**src/rtl/mbe_pkg.sv**
```systemverilog
// Shared widths and types for the MBE radix-8 3X multiple generator and its scheduler.
package mbe_pkg;

  localparam int MW = 23;
  localparam int PW = MW + 2;

  typedef enum logic [1:0] {IDLE, WAIT, RESP} tg_state_e;

  typedef logic [MW-1:0] mant_t;
  typedef logic [PW-1:0] trip_t;

endpackage

```
**src/rtl/rca_adder.sv**
```systemverilog
// Plain ripple-carry adder; the carry chain is long, so users hold its inputs
// stable for a multicycle settle window before sampling the sum.
module rca_adder #(
  parameter int N = 25
) (
  input  logic [N-1:0] a,
  input  logic [N-1:0] b,
  input  logic         cin,
  output logic [N-1:0] sum
);

  logic [N-1:0] carry;

  assign carry[0] = cin;

  // The carry out of the top bit is never needed by the callers, so it is not built.
  for (genvar i = 0; i < N; i++) begin : g_bit
    assign sum[i] = a[i] ^ b[i] ^ carry[i];
    if (i < N - 1) begin : g_carry
      assign carry[i+1] = (a[i] & b[i]) | (carry[i] & (a[i] ^ b[i]));
    end
  end

endmodule

```
**src/rtl/rr_arbiter.sv**
```systemverilog
// Combinational round-robin arbiter: grants the first requester found
// searching upward from the one after the previous winner.
module rr_arbiter #(
  parameter  int NREQ = 4,
  localparam int IW   = $clog2(NREQ)
) (
  input  logic [NREQ-1:0] req,
  input  logic [IW-1:0]   last,
  input  logic            en,
  output logic [NREQ-1:0] gnt,
  output logic [IW-1:0]   gnt_idx
);

  always_comb begin
    logic          found;
    logic [IW-1:0] idx;
    gnt     = '0;
    gnt_idx = '0;
    found   = 1'b0;
    idx     = '0;
    for (int k = 1; k <= NREQ; k++) begin
      idx = IW'((int'(last) + k) % NREQ);
      if (en && !found && req[idx]) begin
        found    = 1'b1;
        gnt[idx] = 1'b1;
        gnt_idx  = idx;
      end
    end
  end

endmodule

```
**src/rtl/triple_gen_sched.sv**
```systemverilog
// Time-shares one ripple-carry adder among NREQ requesters to form 3X = X + 2X,
// allowing SETTLE cycles for the carry chain before capturing the result.
module triple_gen_sched
  import mbe_pkg::*;
#(
  parameter  int NREQ   = 4,
  parameter  int MW     = 23,
  parameter  int SETTLE = 2,
  localparam int IW     = $clog2(NREQ),
  localparam int RW     = MW + 2,
  localparam int CW     = (SETTLE > 1) ? $clog2(SETTLE) : 1
) (
  input  logic               clk,
  input  logic               rst_n,
  input  logic [NREQ-1:0]    req_valid,
  input  logic [NREQ*MW-1:0] req_x,
  output logic [NREQ-1:0]    req_ready,
  output logic               rsp_valid,
  input  logic               rsp_ready,
  output logic [IW-1:0]      rsp_id,
  output logic [RW-1:0]      rsp_3x,
  output logic               busy
);

  tg_state_e     state, state_next;
  logic [CW-1:0] cnt;
  logic [RW-1:0] op_a, op_b, sum;
  logic [IW-1:0] last, gnt_idx;
  logic [NREQ-1:0] gnt;
  logic [MW-1:0] x_sel;

  // Gating with rst_n keeps req_ready low while reset is held, not just after it.
  rr_arbiter #(.NREQ(NREQ)) u_arb (
    .req     (req_valid),
    .last    (last),
    .en      ((state == IDLE) && rst_n),
    .gnt     (gnt),
    .gnt_idx (gnt_idx)
  );

  rca_adder #(.N(RW)) u_add (
    .a   (op_a),
    .b   (op_b),
    .cin (1'b0),
    .sum (sum)
  );

  assign req_ready = gnt;
  assign rsp_valid = (state == RESP);

  always_comb begin
    x_sel = '0;
    for (int i = 0; i < NREQ; i++) begin
      if (gnt[i]) x_sel = req_x[i*MW +: MW];
    end
  end

  always_comb begin
    state_next = state;
    case (state)
      IDLE:    if (|gnt) state_next = WAIT;
      WAIT:    if (cnt == '0) state_next = RESP;
      RESP:    if (rsp_ready) state_next = IDLE;
      default: state_next = IDLE;
    endcase
  end

  always_ff @(posedge clk or negedge rst_n) begin
    if (!rst_n) begin
      state <= IDLE;
      busy  <= 1'b0;
    end else begin
      state <= state_next;
      busy  <= (state_next != IDLE);
    end
  end

  // Operands stay frozen through WAIT so the adder path only has to settle once.
  always_ff @(posedge clk or negedge rst_n) begin
    if (!rst_n) begin
      op_a   <= '0;
      op_b   <= '0;
      cnt    <= '0;
      rsp_id <= '0;
      rsp_3x <= '0;
      last   <= IW'(NREQ - 1);
    end else begin
      case (state)
        IDLE: begin
          if (|gnt) begin
            op_a   <= {2'b00, x_sel};
            op_b   <= {1'b0, x_sel, 1'b0};
            rsp_id <= gnt_idx;
            last   <= gnt_idx;
            cnt    <= CW'(SETTLE - 1);
          end
        end
        WAIT: begin
          if (cnt == '0) rsp_3x <= sum;
          else           cnt    <= cnt - CW'(1);
        end
        default: ;
      endcase
    end
  end

endmodule

```
**config.mk**
```make
export PLATFORM = sky130hd
export DESIGN_NAME = triple_gen_sched
export DESIGN_NICKNAME = d
export VERILOG_FILES = /design/src/rtl/mbe_pkg.sv /design/src/rtl/rca_adder.sv /design/src/rtl/rr_arbiter.sv /design/src/rtl/triple_gen_sched.sv
export SDC_FILE = /design/constraint.sdc
export NUM_CORES = 1
export LEC_CHECK = 0
export BUFFER_PORTS_ARGS = -buffer_cell sky130_fd_sc_hd__buf_2
export CAP_MARGIN = 25
export CORE_ASPECT_RATIO = 1.25
export CORE_MARGIN = 2
export CORE_UTILIZATION = 55
export CTS_CLUSTER_DIAMETER = 200
export DETAILED_ROUTE_END_ITERATION = 6
export PLACE_DENSITY = 0.86
export REMOVE_ABC_BUFFERS = 1
export SETUP_SLACK_MARGIN = 0.4
export SKIP_CTS_REPAIR_TIMING = 1
export SLEW_MARGIN = 25
export SYNTH_ARGS = -nofsm -noshare
export SYNTH_HDL_FRONTEND = slang
export SYNTH_SLANG_ARGS = --single-unit
```
**constraint.sdc**
```tcl
create_clock -name clk -period 27.8 [get_ports clk]
set_clock_uncertainty 0.2 [all_clocks]
set_input_delay 1.39 -clock clk [delete_from_list [all_inputs] [get_ports clk]]
set_output_delay 1.39 -clock clk [all_outputs]
set_load 0.02 [all_outputs]
```
# Word-level counts from Yosys, hierarchy flattened

Cells that the tools add are included.

Reduce and logical (&&, ||, !) cells: 22
Add/sub/neg operators: 5
Equality and inequality tests: 3
Bitwise logic cells: 113
Mux-type cells: 38
Magnitude comparators: 8

Operators by type and width:

| operator            | number |
|---|---|
| $mux 23             | 4 |
| $and 1x1->1         | 44 |
| $xor 1x1->1         | 44 |
| $or 1x1->1          | 21 |
| $mux 4              | 4 |
| $mux 2              | 7 |
| $mux 1              | 13 |
| $logic_and 1x1->1   | 12 |
| $lt 2x3->1 const B  | 4 |
| $or 4x4->4          | 3 |
| $bmux 1 s2          | 4 |
| $demux 1 s2         | 4 |
| $ge 2x1->1 const B  | 4 |
| $pmux 2 s3          | 1 |
| $reduce_and 2->1    | 3 |
| $add 2x1->2 const B | 2 |
| $add 2x2->2 const B | 2 |
| $reduce_bool 2->1   | 2 |
| $reduce_or 4->1     | 1 |
| $logic_not 1->1     | 3 |
| $eq 2x1->1 const B  | 1 |
| $eq 2x2->1 const B  | 1 |
| $logic_not 2->1     | 1 |
| $ne 2x1->1 const B  | 1 |
| other kinds (3)     | 3 |

Input bits: 99
Output and inout bits: 33
Flip-flop bits (word level): 56
Logic and storage cells: 196

# Depth between registers and ports, before layout

Gate-level depths: netlist of the first run.

Word-level depth: 44
Gate-level depth with buffers: 27
Gate-level depth less buffers: 27

# By module

A second synthesis of the first run with hierarchy kept.

Cell total of the unflattened synthesis: 299
Area, all modules: 3572.2 um^2

By module, submodules not included:

| module           | cells an instance | instances | seq. area each (um^2) | area each (um^2) |
|---|---|---|---|---|
| triple_gen_sched | 221               | 1         | 1403.8                | 2602.5 |
| rca_adder        | 30                | 1         | 0.0                   | 523.0 |
| rr_arbiter       | 48                | 1         | 0.0                   | 446.7 |

# Worst setup path after synthesis of the first run

Ideal clock, no wire load.

Kind: register to register
Start point: register op_a[1]
End point: register rsp_3x[23]
Cell stages (with the launch flop): 28
Slack: 18.740 ns
Required time: 27.483 ns
Library setup time: 0.117 ns
Arrival time: 8.743 ns
Clock period less this slack: 9.060 ns
Buffers on the path: 0
Cells stage by stage: dfrtp_1 > ha_1 > fa_1 > fa_1 > fa_1 > fa_1 > fa_1 > fa_1 > fa_1 > fa_1 > fa_1 > fa_1 > fa_1 > fa_1 > fa_1 > fa_1 > inv_1 > fa_1 > inv_1 > fa_1 > fa_1 > fa_1 > fa_1 > fa_1 > fa_1 > ha_1 > nand2_1 > nand2_1

Word-level cells in the longest chain between the ends: 44
Elaborated cells between the ends (all ways): 46
Classes of those cells: bitwise (46)

RTL lines:

| what                                       | RTL line               | source |
|---|---|---|
| from (decl)                                | triple_gen_sched.sv:27 | `logic [RW-1:0] op_a, op_b, sum;` |
| from (signal assigned)                     | triple_gen_sched.sv:91 | `op_a <= {2'b00, x_sel};` |
| $and 1x1->1 or $xor 1x1->1 (tied branches) | -                      |  |
| $and 1x1->1                                | rca_adder.sv:20        | `assign carry[i+1] = (a[i] & b[i]) \| (carry[i] & (a[i] ^ b[i]));` |
| $or 1x1->1 (*)                             | rca_adder.sv:20        |  |
| $and 1x1->1 (*)                            | rca_adder.sv:20        |  |
| $or 1x1->1 (*)                             | rca_adder.sv:20        |  |
| $and 1x1->1 (*)                            | rca_adder.sv:20        |  |
| $or 1x1->1 (*)                             | rca_adder.sv:20        |  |
| $and 1x1->1 (*)                            | rca_adder.sv:20        |  |
| [... 29 more ...]                          | -                      |  |
| $and 1x1->1 (*)                            | rca_adder.sv:20        |  |
| $or 1x1->1 (*)                             | rca_adder.sv:20        |  |
| $and 1x1->1 (*)                            | rca_adder.sv:20        |  |
| $or 1x1->1 (*)                             | rca_adder.sv:20        |  |
| $and 1x1->1 (*)                            | rca_adder.sv:20        |  |
| $or 1x1->1 (*)                             | rca_adder.sv:20        |  |
| $xor 1x1->1 (*)                            | rca_adder.sv:18        | `assign sum[i] = a[i] ^ b[i] ^ carry[i];` |
| named net sum[23]                          | triple_gen_sched.sv:27 |  |
| to (signal assigned)                       | triple_gen_sched.sv:99 | `if (cnt == '0) rsp_3x <= sum;` |
| to (decl)                                  | triple_gen_sched.sv:21 | `output logic [RW-1:0] rsp_3x,` |

The timed path passes the listed nets; every way through them passes the cells marked *.
A chain may end at the register's enable or synchronous reset.

# Worst setup path after layout of the first run

Start point: register op_a[0]
End point: register rsp_3x[23]

Word-level cells in the longest chain between the ends: 44

RTL lines:

| what              | RTL line |
|---|---|
| $and 1x1->1       | - |
| $and 1x1->1       | rca_adder.sv:20 |
| $or 1x1->1        | rca_adder.sv:20 |
| $and 1x1->1       | rca_adder.sv:20 |
| $or 1x1->1        | rca_adder.sv:20 |
| $and 1x1->1       | rca_adder.sv:20 |
| $or 1x1->1        | rca_adder.sv:20 |
| $and 1x1->1       | rca_adder.sv:20 |
| [... 29 more ...] | - |
| $and 1x1->1       | rca_adder.sv:20 |
| $or 1x1->1        | rca_adder.sv:20 |
| $and 1x1->1       | rca_adder.sv:20 |
| $or 1x1->1        | rca_adder.sv:20 |
| $and 1x1->1       | rca_adder.sv:20 |
| $or 1x1->1        | rca_adder.sv:20 |
| $xor 1x1->1       | rca_adder.sv:18 |
| named net sum[23] | triple_gen_sched.sv:27 |

The timed path passes the listed nets, and every way through them passes these cells.

==> reports/qor.yml, run 1 <==
run_status:
  status: "complete, no violations"
synth:
  synthTopCellsByArea: "dfrtp_1 34%, fa_1 11%, a221oi_2 7.6%"
  synth_top_cell_by_area: "dfrtp_1"
  synthCells: 356
  postSynth.asyncResetShare_pct: 100
  ys_types: 45
  synth.avg_cell_area_um2: 11.1
  synth_seq_area_share_pct: 35.5
  ys_seq_elements: 56
  synth_top_area_share_pct: 34.2
  yosys_warnings: 0
  synth_flop_cell: "dfrtp_1"
  synth_edf_count: 0
  synth_area_mm2: 0.00396
routing:
  vias: 3263
  firstDrtPassIters: 4
  detail-route-antenna-nets: 0
  drcViolationCount: 0
  post_drt_wl_per_cell_um: 17.2
  vias_per_cell: 5.77
  drt_wl_total_mm: 9.75
  first_iter_violations: 164
clocking:
  clk_pin_slew_worst_paths_ps: 90
  clock_latency_ps: 310
  cts_tree: "done"
  clock-sinks: 56
  htreeDepth: 2
  cts_max_path_buffers: 2
  cts-root-buf: "clkbuf_8"
  numCtsBuffers: 5
worst_setup_path:
  endpoint_kind: "flop"
  timing.rr.end: "rsp_3x[23]$_DFFE_PN0P_"
  reg2regPathDepth: 27
  crit_path_start_kind: "flop"
  crit_fanout: 3
  critPathRequiredTime_ps: 27800
  crit_path_frequent_cell: "fa_1"
  max_stage_delay_ps: 430
  r2r_slack_ps: 18240
  cp-startpoint: "op_a[0]$_DFFE_PN0P_"
  path_class: "flop to flop"
  critical_path.slowest_cell: "dfrtp_1"
  arrival_ps: 9570
  timing.rr.start: "op_a[0]$_DFFE_PN0P_"
sta:
  holdWs_ps: 278
  layout_setup_ws_ps: 18240
  period_share_pct: 34.4
  tightest_slew_ps: 941
  hold_violations: 0
  maxSlewViolCount: 0
  fmax_mhz: 105
  setup-tns-final_ps: 0
  slew_headroom_pct: 37.2
  rsz0062_at_grt: "no"
  finalCriticalPeriod_ps: 9560
  setup_viol: 0
cells_and_area:
  diodes: 0
  syn2layout_area_growth_pct: 19.1
  drive_gt1_share_pct: 48.9
  stdcell_count: 566
  final_cell_mix: "131 x buf_2, 76 x nand2_1, 54 x dfrtp_1"
  final_util_pct: 67.5
  final_area_mm2: 0.00471
  layout_commonest_cell: "buf_2"
  nets: 605
floorplan:
  die_h_um: 98.8
  ios: 132
  die-area_mm2: 0.00789
  core-area_mm2: 0.00698
  rows: 34
  die_w_um: 79.9
  initial_core_util_pct: 56.7
min_path:
  hp-class: "flop to flop"
  min_path_cells: 2
  hp-start: "rsp_3x[6]$_DFFE_PN0P_"
  whs_endpoint: "rsp_3x[6]$_DFFE_PN0P_"
pwr:
  p_leak_nw: 2.26
  power_density_mw_per_mm2: 119
  peakVddDrop_mv: 0.0476
  total_power_mw: 0.563
grt:
  grt_max_degree: 58
  grt_pass1_wl_mm: 16.1
  grt-ovfl-total: 0
  antenna_found_initial: 0
  grt_use_total_pct: 26.1
  grt_pass1_vias: 3371
place:
  placedCellCount: 556
  gp_congestion: 0.811
  pre_cts_slack_ps: 18290
  dp_hpwl_mm: 7.12
  portBuffers: 131
  placed_cell_area_mm2: 0.00459
run:
  maxCapViolCount: 0
## state kept, by name, summed over array words and instances (netlist names)
signal  flops
busy        1
cnt         1
last        2
op_a       23
rsp_3x     25
rsp_id      2
state       2
## synthesized netlist by cell type, types with 7 or more instances
| cell type | instances |
|---|---|
| nand2b_1 | 7 |
| buf_2 | 7 |
| nand3_1 | 7 |
| inv_1 | 10 |
| clkbuf_1 | 7 |
| a22oi_2 | 24 |
| a221oi_2 | 20 |
| o21ai_2 | 24 |
| ha_1 | 10 |
| o21ai_0 | 27 |
| nand2_1 | 76 |
| dfrtp_1 | 54 |
| fa_1 | 21 |
## routing by layer
layer  vias up  track usage [%]  routed length, µm
li1       1516                -                  -
met1      1609             33.1               3670
met2       121             46.3               5240
met3        17             3.57                636
met4         0             7.82                201
met5         -                0                  0
## worst max-delay path: cells and delay by family, from the launching register on
kind                       cells  cell delay [ps]
buffers and inverters          2              130
adders and majority gates     23             8560
DFF                            1              430
and+or+nand+nor                2              110
## power by group
part / switching, mW / total, mW / internal, mW
clock: 0.0252 / 0.0456 / 0.0204
combinational: 0.205 / 0.351 / 0.147
sequential: 0.0421 / 0.166 / 0.124
total: 0.272 / 0.563 / 0.291
## logic make-up after synthesis
kind of cell / synth area share [%]
compound gates: 29.0
fa+ha+maj: 13.8
buf+inv: 5.79
flops: 35.5
mux: 3.04
simple gates: 12.9
## cell type report
cell class / instances / area, µm²
clock buffers: 8 / 90.1
fillers: 574 / 2260
inverters: 12 / 50.0
multi-input cells: 261 / 2330
flip-flops and latches: 56 / 1400
well taps: 90 / 113
repair buffers: 139 / 727
## worst max path at each step
stage,slack [ps],endpoint
after floorplan,18730,rsp_3x[23]$_DFFE_PN0P_
after global placement,18510,rsp_3x[23]$_DFFE_PN0P_
after detailed placement,18290,rsp_3x[23]$_DFFE_PN0P_
after CTS,18250,rsp_3x[23]$_DFFE_PN0P_
after global routing,17920,rsp_3x[23]$_DFFE_PN0P_
final,18240,rsp_3x[23]$_DFFE_PN0P_
No activity file was read; power rests on OpenSTA's default activity.
==> inputs of run 2 (changes only) <==
--- a/config.mk
+++ b/config.mk
@@ -9,10 +9,10 @@
 export CAP_MARGIN = 25
 export CORE_ASPECT_RATIO = 1.25
 export CORE_MARGIN = 2
-export CORE_UTILIZATION = 55
+export CORE_UTILIZATION = 51
 export CTS_CLUSTER_DIAMETER = 200
 export DETAILED_ROUTE_END_ITERATION = 6
-export PLACE_DENSITY = 0.86
+export PLACE_DENSITY = 0.81
 export REMOVE_ABC_BUFFERS = 1
 export SETUP_SLACK_MARGIN = 0.4
 export SKIP_CTS_REPAIR_TIMING = 1
==> constraint.sdc (replaced) <==
create_clock -name clk -period 9.1 [get_ports clk]
set_clock_uncertainty 0.2 [all_clocks]
set_input_delay 0.455 -clock clk [delete_from_list [all_inputs] [get_ports clk]]
set_output_delay 0.455 -clock clk [all_outputs]
set_load 0.02 [all_outputs]
==> reports/qor.yml, run 2 (synthesis results as in run 1) <==
min_path:
  hp-class: "input port to asynchronous set/reset pin"
routing:
  vias: 3255
  first_iter_violations: 139
  drt_wl_total_mm: 9.96
  firstDrtPassIters: 4
  drcViolationCount: 0
  vias_per_cell: 5.70
  detail-route-antenna-nets: 0
  post_drt_wl_per_cell_um: 17.4
run:
  maxCapViolCount: 0
place:
  dp_hpwl_mm: 7.32
  pre_cts_slack_ps: -338
  portBuffers: 131
  placedCellCount: 561
  gp_congestion: 0.794
floorplan:
  core-area_mm2: 0.00744
  initial_core_util_pct: 53.1
  die-area_mm2: 0.00848
  rows: 35
  ios: 132
  die_h_um: 102
  die_w_um: 82.8
clocking:
  clock_latency_ps: 300
  cts_max_path_buffers: 2
  clk_pin_slew_worst_paths_ps: 100
  numCtsBuffers: 5
  clock-sinks: 56
  cts_tree: "done"
  htreeDepth: 2
  cts-root-buf: "clkbuf_8"
grt:
  grt_pass1_wl_mm: 15.5
  grt_pass1_vias: 3359
  grt_use_total_pct: 24.1
  grt-ovfl-total: 0
  antenna_found_initial: 0
  grt_max_degree: 58
sta:
  rsz0062_at_grt: "yes"
  finalCriticalPeriod_ps: 8540
  holdWs_ps: 85.0
  hold_violations: 0
  period_share_pct: 93.9
  slew_headroom_pct: 34.2
  fmax_mhz: 117
  setup_viol: 0
  layout_setup_ws_ps: 555
  setup-tns-final_ps: 0
  tightest_slew_ps: 983
  maxSlewViolCount: 0
worst_setup_path:
  arrival_ps: 8550
  critPathRequiredTime_ps: 9100
  path_class: "flop to flop"
  crit_path_start_kind: "flop"
  reg2regPathDepth: 27
  crit_fanout: 2
  endpoint_kind: "flop"
pwr:
  peakVddDrop_mv: 0.154
  power_density_mw_per_mm2: 365
  p_leak_nw: 2.26
cells_and_area:
  nets: 608
  stdcell_count: 571
  diodes: 0
  largest-register: "rsp_3x"
  drive_gt1_share_pct: 53.7
  top_regs: "rsp_3x: 25 flops, op_a: 23 flops"
  largest_register_ffs: 25
  final_cell_mix: "131 x buf_2, 76 x nand2_1, 54 x dfrtp_1"
  syn2layout_area_growth_pct: 21.2
  layout_commonest_cell: "buf_2"
  final_util_pct: 64.4
run_status:
  status: "complete, no violations"
run 2: final timing paths:
kind,slack [ps],startpoint,to
worst max-delay path,560,op_a[0]$_DFFE_PN0P_,rsp_3x[23]$_DFFE_PN0P_
worst min-delay path,80,rst_n,op_a[14]$_DFFE_PN0P_
worst max register to register,560,op_a[0]$_DFFE_PN0P_,rsp_3x[23]$_DFFE_PN0P_
worst min register to register,280,rsp_3x[1]$_DFFE_PN0P_,rsp_3x[1]$_DFFE_PN0P_
max in group asynchronous,8150,rst_n,rsp_3x[7]$_DFFE_PN0P_
min in group clk,180,req_x[78],op_a[9]$_DFFE_PN0P_
run 2: cell type report:
| cell class | instances | area, µm² |
|---|---|---|
| clock inverters | 2 | 10.0 |
| inverters | 12 | 50.0 |
| clock buffers | 6 | 82.6 |
| repair buffers | 142 | 753 |
| fillers | 623 | 2650 |
| multi-input cells | 261 | 2380 |
| well taps | 92 | 115 |
| flip-flops and latches | 56 | 1400 |
run 2: power breakdown:
group | switching [mW] | internal [mW] | total, mW
Clock | 0.0783 | 0.0610 | 0.139
Sequential | 0.131 | 0.379 | 0.510
Combinational | 0.628 | 0.472 | 1.10
run 2: through the flow:
step                      cell area (µm²)  power, mW
after floorplan                      3780       1.27
after global placement               4620       1.54
after detailed placement             4620       1.59
after CTS                            4710       1.73
after global routing                 4800       1.90
final                                4800       1.75
run 2: critical path, cell delays in order (launching register included):
cell	delay (ps)
dfrtp_1	400
ha_1	210
fa_2	350
fa_2	350
fa_2	340
fa_2	340
fa_2	340
fa_2	360
fa_2	350
fa_2	340
fa_2	350
fa_2	350
fa_2	360
fa_2	360
fa_2	350
fa_1	360
inv_1	70
fa_1	160
inv_1	50
fa_2	330
fa_2	340
fa_2	340
fa_2	350
fa_2	360
fa_2	340
ha_1	270
nand2_1	60
nand2_1	40
run 2: per-layer routing:
layer  GRT usage [%]  up-vias  wire length, µm  share of wire, %
li1                -     1519                -                 -
met1            28.7     1609             3860                39
met2            44.4      110             5380                54
met3            2.83       17              482               4.8
met4            8.45        0              225               2.3
met5               0        -                0                 0
